### src/rtl/adder_pkg.sv
// rtl/adder_pkg.sv - shared types and constants for the adder stimulus/checker
package adder_pkg;

  typedef enum logic [2:0] {
    ST_IDLE,
    ST_DUT_RESET,
    ST_DRIVE,
    ST_DRAIN,
    ST_DONE
  } state_t;

  localparam logic [15:0] LFSR_SEED      = 16'hACE1;
  localparam logic [15:0] LFSR_TAPS      = 16'hB400;
  localparam int          DUT_RST_CYCLES = 2;

  // One Galois step: shift right, fold the taps in when a one falls out.
  function automatic logic [15:0] lfsr_next(input logic [15:0] s);
    return s[0] ? ((s >> 1) ^ LFSR_TAPS) : (s >> 1);
  endfunction

endpackage

### src/rtl/adder_lfsr.sv
// rtl/adder_lfsr.sv - 16-bit Galois LFSR producing {carry_in,b,a} vectors
module adder_lfsr
  import adder_pkg::*;
#(
  parameter int BIT_WIDTH = 4
) (
  input  logic                 clk,
  input  logic                 n_rst,
  input  logic                 load,
  input  logic                 advance,
  output logic [2*BIT_WIDTH:0] vec
);

  logic [15:0] state;

  always_ff @(posedge clk or negedge n_rst) begin
    if (!n_rst) begin
      state <= LFSR_SEED;
    end else if (load) begin
      state <= LFSR_SEED;
    end else if (advance) begin
      state <= lfsr_next(state);
    end
  end

  // a and b sit side by side in the low bits, carry comes from the top bit.
  assign vec = {state[15], state[2*BIT_WIDTH-1:0]};

endmodule

### config.mk
export PLATFORM = sky130hd
export DESIGN_NAME = adder_lfsr
export DESIGN_NICKNAME = d
export VERILOG_FILES = /design/src/rtl/adder_pkg.sv /design/src/rtl/adder_lfsr.sv
export SDC_FILE = /design/constraint.sdc
export NUM_CORES = 1
export LEC_CHECK = 0
export BUFFER_PORTS_ARGS = -buffer_cell sky130_fd_sc_hd__buf_4
export CORE_MARGIN = 5
export CORE_UTILIZATION = 48
export DETAILED_ROUTE_END_ITERATION = 12
export PLACE_DENSITY = 0.77
export SKIP_CTS_REPAIR_TIMING = 1
export SLEW_MARGIN = 5
export SYNTH_ARGS = -nofsm -noshare
export SYNTH_HDL_FRONTEND = slang
export SYNTH_SLANG_ARGS = --single-unit
### constraint.sdc
create_clock -name clk -period 0.85 [get_ports clk]
set_input_delay 0.0425 -clock clk [delete_from_list [all_inputs] [get_ports clk]]
set_output_delay 0.0425 -clock clk [all_outputs]
set_load 0.005 [all_outputs]
==> metrics.md, run 1 <==
| Metric | Value |
|---|---|
| Remaining Overflow, GRT | `0` |
| Vias in the first global route | `538` |
| Reg clk slew, reported paths | `about 90 ps` |
| Clock root buffer | `clkbuf_4` |
| Cell Area, Placed | `833 sq um` |
| Vias per cell | `5.29` |
| Number of synthesized flops with an enable pin | `0` |
| Yosys cell types | `18` |
| Detailed-route wire length | `1.42 mm` |
| Final setup violation count | `18` |
| Post-Place Cells | `84` |
| Slew Limit Headroom | `0.849` |
| Crit path kind | `flip-flop to output port` |
| CP max stage delay | `about 600 ps` |
| Max reg flops | `16` |
| WL/cell | `roughly 15 microns` |
| CP max FO | `5` |
| Hold WS | `about 45 ps` |
| FP Rows | `14` |
| RSZ-0062 raised after global routing | `true` |
| First-pass GRT wire length | `between 2 and 2.5 mm` |
| Clock Latency Late Sink | `around 280 ps` |
| Static leakage | `between 0.0004 and 0.0005 uW` |
| Met1 usage | `0.149` |
| Total power | `1660 uW` |
| F_max | `roughly 0.95 GHz` |
| Biggest register | `state` |
| DP HPWL | `941 microns` |
| Buf+Inv Stages, Crit Path | `1` |
| GR Util met3 | `0.0207` |
| Diode count | `0` |
| Pwr Density | `around 1700 mW/mm^2` |
| Post-DRT Antenna Nets | `0` |
| Setup Skew | `~3.1 ps` |
| Htree depth | `1` |
| Synth top area cells | `dfstp_2, dfrtp_1, mux2i_1` |
| Total track usage | `0.117` |
| Final hold vios | `0` |
| Port bufs | `12` |
| HP Class | `primary input to flip-flop` |
| Drt first pass iters | `4` |
| Final instance area | `just under 0.001 sq mm` |
| Area fraction of the dominant cell type after synthesis | `0.265` |
| WP data arrival | `slightly above 1000 ps` |
| Die Ht | `slightly above 50 microns` |
| Final period utilization | `1.24` |
| Failing checks | `negative setup slack` |
| CP startpoint kind | `flip-flop` |
| Most numerous cell in the Yosys netlist | `buf_4` |
| Peak supply drop | `around 0.0012 V` |
| Final non-filler cell total | `94` |
| Largest net degree at the start of global routing | `18` |
| Required @ worst endpoint | `810 ps` |
| CP max-delay cell | `dfstp_2` |
| Slew Limit Fails | `0` |
| Final min period | `between 1000 and 1500 ps` |
| Synth Flop Type | `dfstp_2` |
| Initial antenna violation count | `0` |
| Post-synth ARST share | `1.00` |
| Status | `finished with violations` |
| Via count | `497` |
| Die Footprint | `between 0.002 and 0.003 sq mm` |
| Final Net Count | `83` |
| Syn Inst Count | `65` |
| Critical path endpoint category | `output port` |
| Ys Warns | `0` |
| Synthesis-stage register bit count | `16` |
| Number of DRC markers in iteration 0 | `5` |
| Top cells by count, synth | `buf_4, dfrtp_1, dfstp_2` |
| Biggest regs | `state x16` |
| Post-synthesis sequential area ratio | `0.517` |
| Cts bufs inserted | `3` |
| Ports | `13` |
| CTS tree | `built` |
| Avg Inst Size Synth | `~12 sq um` |
| TritonCTS Sinks | `16` |
| Initial cell density of the core | `0.515` |
| Post-synthesis to final-layout area growth | `23.0%` |
| Mapped Area | `between 700 and 800 sq um` |
| Cells along the critical path | `buf_4` |
| CTS max path bufs | `2` |
| Crit-path leading delay family | `flip-flops` |
| Final worst slack | `-203 ps` |
| GR peak layer | `met2` |
| Area leader, netlist | `dfstp_2` |
| Worst Max-Slew Pin Slew | `225 ps` |
| Die X | `50.7 microns` |
| Routability cong. | `around 0.66` |
| Syn Nets | `a little under 70` |
| # DRC | `0` |
| Number of max-cap violations | `0` |
| GRT met2 Usage | `0.192` |
| Core footprint | `about 0.0015 sq mm` |
| Share of layout cells above drive strength 1 | `0.615` |
[cell usage in the layout (no fill, tap or decap), drive strengths merged, types with 3 or more instances in the layout]
cell type | Yosys | layout
a211o | 6 | 6
and2b | 5 | 5
dfstp | 8 | 8
buf | 13 | 21
xnor2 | 3 | 3
mux2i | 7 | 7
clkbuf | 0 | 4
nor2 | 8 | 8
dfrtp | 8 | 8
[power breakdown]
group          switching [uW]  internal (uW)  leakage (uW)
Clock                     231            260     0.0000210
Sequential               43.8            834      0.000191
Combinational             117            177      0.000254
Total                     391           1270      0.000466
[kinds of logic after synthesis]
family | after synthesis | synth area share
and+or+nand+nor | 17 | 0.123
DFF | 16 | 0.517
buffers and inverters | 13 | 0.137
AOI/OAI and AO/OA | 9 | 0.102
muxes | 7 | 0.0882
xor gates and xnor gates | 3 | 0.0331
[through the flow]
step,utilization,setup TNS (ps),worst slack [ps]
finish,0.634,-1710,-203
global route,0.634,-2460,-246
CTS,0.564,-1570,-242
detailed placement,0.541,-386,-98.2
global placement,0.541,-241,-62.2
floorplan,-,-107,-51.6
[area by class of cell]
class / count / area (sq um)
fillers: 132 / 564
flip-flops and latches: 16 / 410
multi-input cells: 36 / 302
repair buffers: 22 / 209
clock buffers: 4 / 36.3
well taps: 16 / 20.0
[final timing paths]
kind	from	end	slack, ps	cells after the start
worst max register to register	state[0]	state[12]	-180	3
max in group asynchronous	n_rst	state[6]	450	2
min in group asynchronous	n_rst	state[1]	160	2
worst min-delay path	load	state[12]	40	2
worst min register to register	state[8]	state[7]	510	1
worst max-delay path	state[0]	vec[0]	-200	1
[per-layer routing]
| layer | part of all wire | vias up |
|---|---|---|
| li1 | - | 234 |
| met1 | 0.41 | 246 |
| met2 | 0.53 | 13 |
| met3 | 0.034 | 4 |
| met4 | 0.025 | 0 |
| met5 | 0 | - |
No activity file was read; power rests on OpenSTA's default activity.
==> inputs of run 2 (changes only) <==
CORE_MARGIN = not set   (was 5)
CTS_CLUSTER_DIAMETER = 100   (was not set)
==> run 2 against run 1 <==
Compared with the run above: critical endpoint unchanged; sequential power hardly changed; highest routed layer unchanged; largest power group unchanged; via count is 1.6% lower; the run still ends with negative setup slack left; first-iteration DRC count stayed put; design area is 1.0% lower; worst setup slack worse by 8.0 ps; clock power is 20% lower.
==> metrics.md, run 2 (synthesis results as in run 1) <==
| Metric | Value |
|---|---|
| Crit path kind | `flip-flop to output port` |
| FF-to-FF Start | `state[0]` |
| R2r worst-path depth | `3` |
| CP max-delay cell | `dfstp_2` |
| CP max FO | `6` |
| F_max | `0.942 GHz` |
| Fillers | `approximately 120` |
| Initial cell density of the core | `0.521` |
| Post-DRT Antenna Nets | `0` |
| Cells along the critical path | `buf_6` |
| Routability cong. | `roughly 0.67` |
| CTS max path bufs | `2` |
| Cell Area, Placed | `approximately 850 sq um` |
| Ports | `13` |
| Most common cell after layout, fill and taps aside | `buf_6` |
| Pwr Density | `approximately 1600 mW/mm^2` |
| Vias per cell | `roughly 5.3` |
| Final worst slack | `-211 ps` |
| Clock Latency Late Sink | `around 280 ps` |
| Required @ worst endpoint | `810 ps` |
| Worst hold path endpoint | `state[12]` |
| # DRC | `0` |
| Internal power | `1170 uW` |
| Crit-path leading delay family | `flip-flops` |
| Biggest regs | `state x16` |
| Via count | `489` |
| Worst Max-Slew Pin Slew | `between 200 and 250 ps` |
| Reg2reg setup slack | `-190 ps` |
| Final hold vios | `0` |
| Number of max-cap violations | `0` |
| Setup Skew | `~3 ps` |
| Die Footprint | `approximately 0.0018 sq mm` |
| Post-synthesis to final-layout area growth | `21.7%` |
| Die X | `42.7 microns` |
| Drt first pass iters | `4` |
| Vias in the first global route | `~480` |
| Clock Power Share | `0.253` |
| Total track usage | `0.174` |
| Hold path cells | `2` |
| Final instance area | `slightly below 0.001 sq mm` |
| Slew Limit Fails | `0` |
| Biggest register | `state` |
| Comb power frac | `0.184` |
| CP startpoint kind | `flip-flop` |
| Buf+Inv Stages, Crit Path | `1` |
| DP HPWL | `roughly 860 microns` |
| Final min period | `1060 ps` |
| WL/cell | `approximately 14 microns` |
| WP data arrival | `around 1000 ps` |
| Htree depth | `1` |
| Clock root buffer | `clkbuf_4` |
| FP Rows | `14` |
| Largest net degree at the start of global routing | `18` |
| Final Net Count | `between 80 and 90` |
| Pre-CTS WS | `-106 ps` |
| P_sw | `between 300 and 400 uW` |
| Most frequent cells in the layout | `buf_6, buf_4, dfstp_2, dfrtp_1` |
| CP max stage delay | `around 620 ps` |
| Slew Limit Headroom | `0.855` |
| Peak supply drop | `approximately 0.0011 V` |
| Die Ht | `~43 microns` |
| Remaining Overflow, GRT | `0` |
| Initial antenna violation count | `0` |
| Max reg flops | `16` |
| Static leakage | `approximately 0.00046 uW` |
| Port bufs | `12` |
| TritonCTS Sinks | `16` |
| First-pass GRT wire length | `around 2.2 mm` |
| RSZ-0062 raised after global routing | `true` |
| Number of DRC markers in iteration 0 | `5` |
| Critical path endpoint category | `output port` |
| Diode count | `0` |
| Final setup violation count | `19` |
| Cts bufs inserted | `3` |
| Reg clk slew, reported paths | `roughly 90 ps` |
| Reg-to-reg endpoint | `state[10]` |
| Seq pwr share | `0.563` |
| Core footprint | `0.00152 sq mm` |
| Status | `finished with violations` |
| HP Class | `primary input to flip-flop` |
| Hold path startpoint | `load` |
| CTS tree | `built` |
| Detailed-route wire length | `1.34 mm` |
| Sw Ratio | `0.248` |
| Final period utilization | `1.25` |
| Failing checks | `negative setup slack` |
| Share of layout cells above drive strength 1 | `0.610` |
-- run 2: cell count changes in the layout (fill, tap and decap cells not counted), sizes merged --
| cell | before | now |
|---|---|---|
| clkbuf | 4 | 3 |
-- run 2: stage by stage --
step / instances / power, uW / hold WS, ps / setup TNS (ps) / utilization
2_1_floorplan: 65 / 1060 / -253 / -107 / -
3_3_place_gp: 86 / 1110 / -87.7 / -243 / 0.557
3_5_place_dp: 86 / 1120 / -89.5 / -366 / 0.557
4_1_cts: 89 / 1520 / -404 / -1600 / 0.571
5_1_grt: 93 / 1640 / 42.1 / -2360 / 0.635
6_report: 93 / 1560 / 46.6 / -1580 / 0.635
-- run 2: metal layers --
| layer | vias up | global-route usage | part of all wire |
|---|---|---|---|
| li1 | 235 | - | - |
| met1 | 237 | 0.207 | 0.41 |
| met2 | 12 | 0.273 | 0.52 |
| met3 | 5 | 0.0766 | 0.049 |
| met4 | 0 | 0.0750 | 0.014 |
| met5 | - | 0 | 0 |
-- run 2: layout make-up --
class	count	area [sq um]	share of cell area
Multi-Input combinational cell	36	302	0.312
Timing Repair Buffer	22	213	0.220
Sequential cell	16	410	0.424
Tap cell	16	20.0	0.0207
Clock buffer	3	22.5	0.0233
-- run 2: worst max-delay path by stage --
stage	from	end	cells after the start
3_5_place_dp	state[0]	state[10]	2
2_1_floorplan	state[0]	state[0]	2
6_report	state[0]	vec[0]	1
4_1_cts	state[0]	vec[0]	1
3_3_place_gp	state[0]	state[0]	2
5_1_grt	state[0]	vec[0]	1
-- run 2: power groups by stage --
stage / clock [uW] / sequential [uW] / combinational (uW)
2_1_floorplan: 0 / 877 / 181
3_3_place_gp: 0 / 885 / 230
3_5_place_dp: 0 / 888 / 234
4_1_cts: 407 / 874 / 236
5_1_grt: 443 / 887 / 311
6_report: 395 / 879 / 287
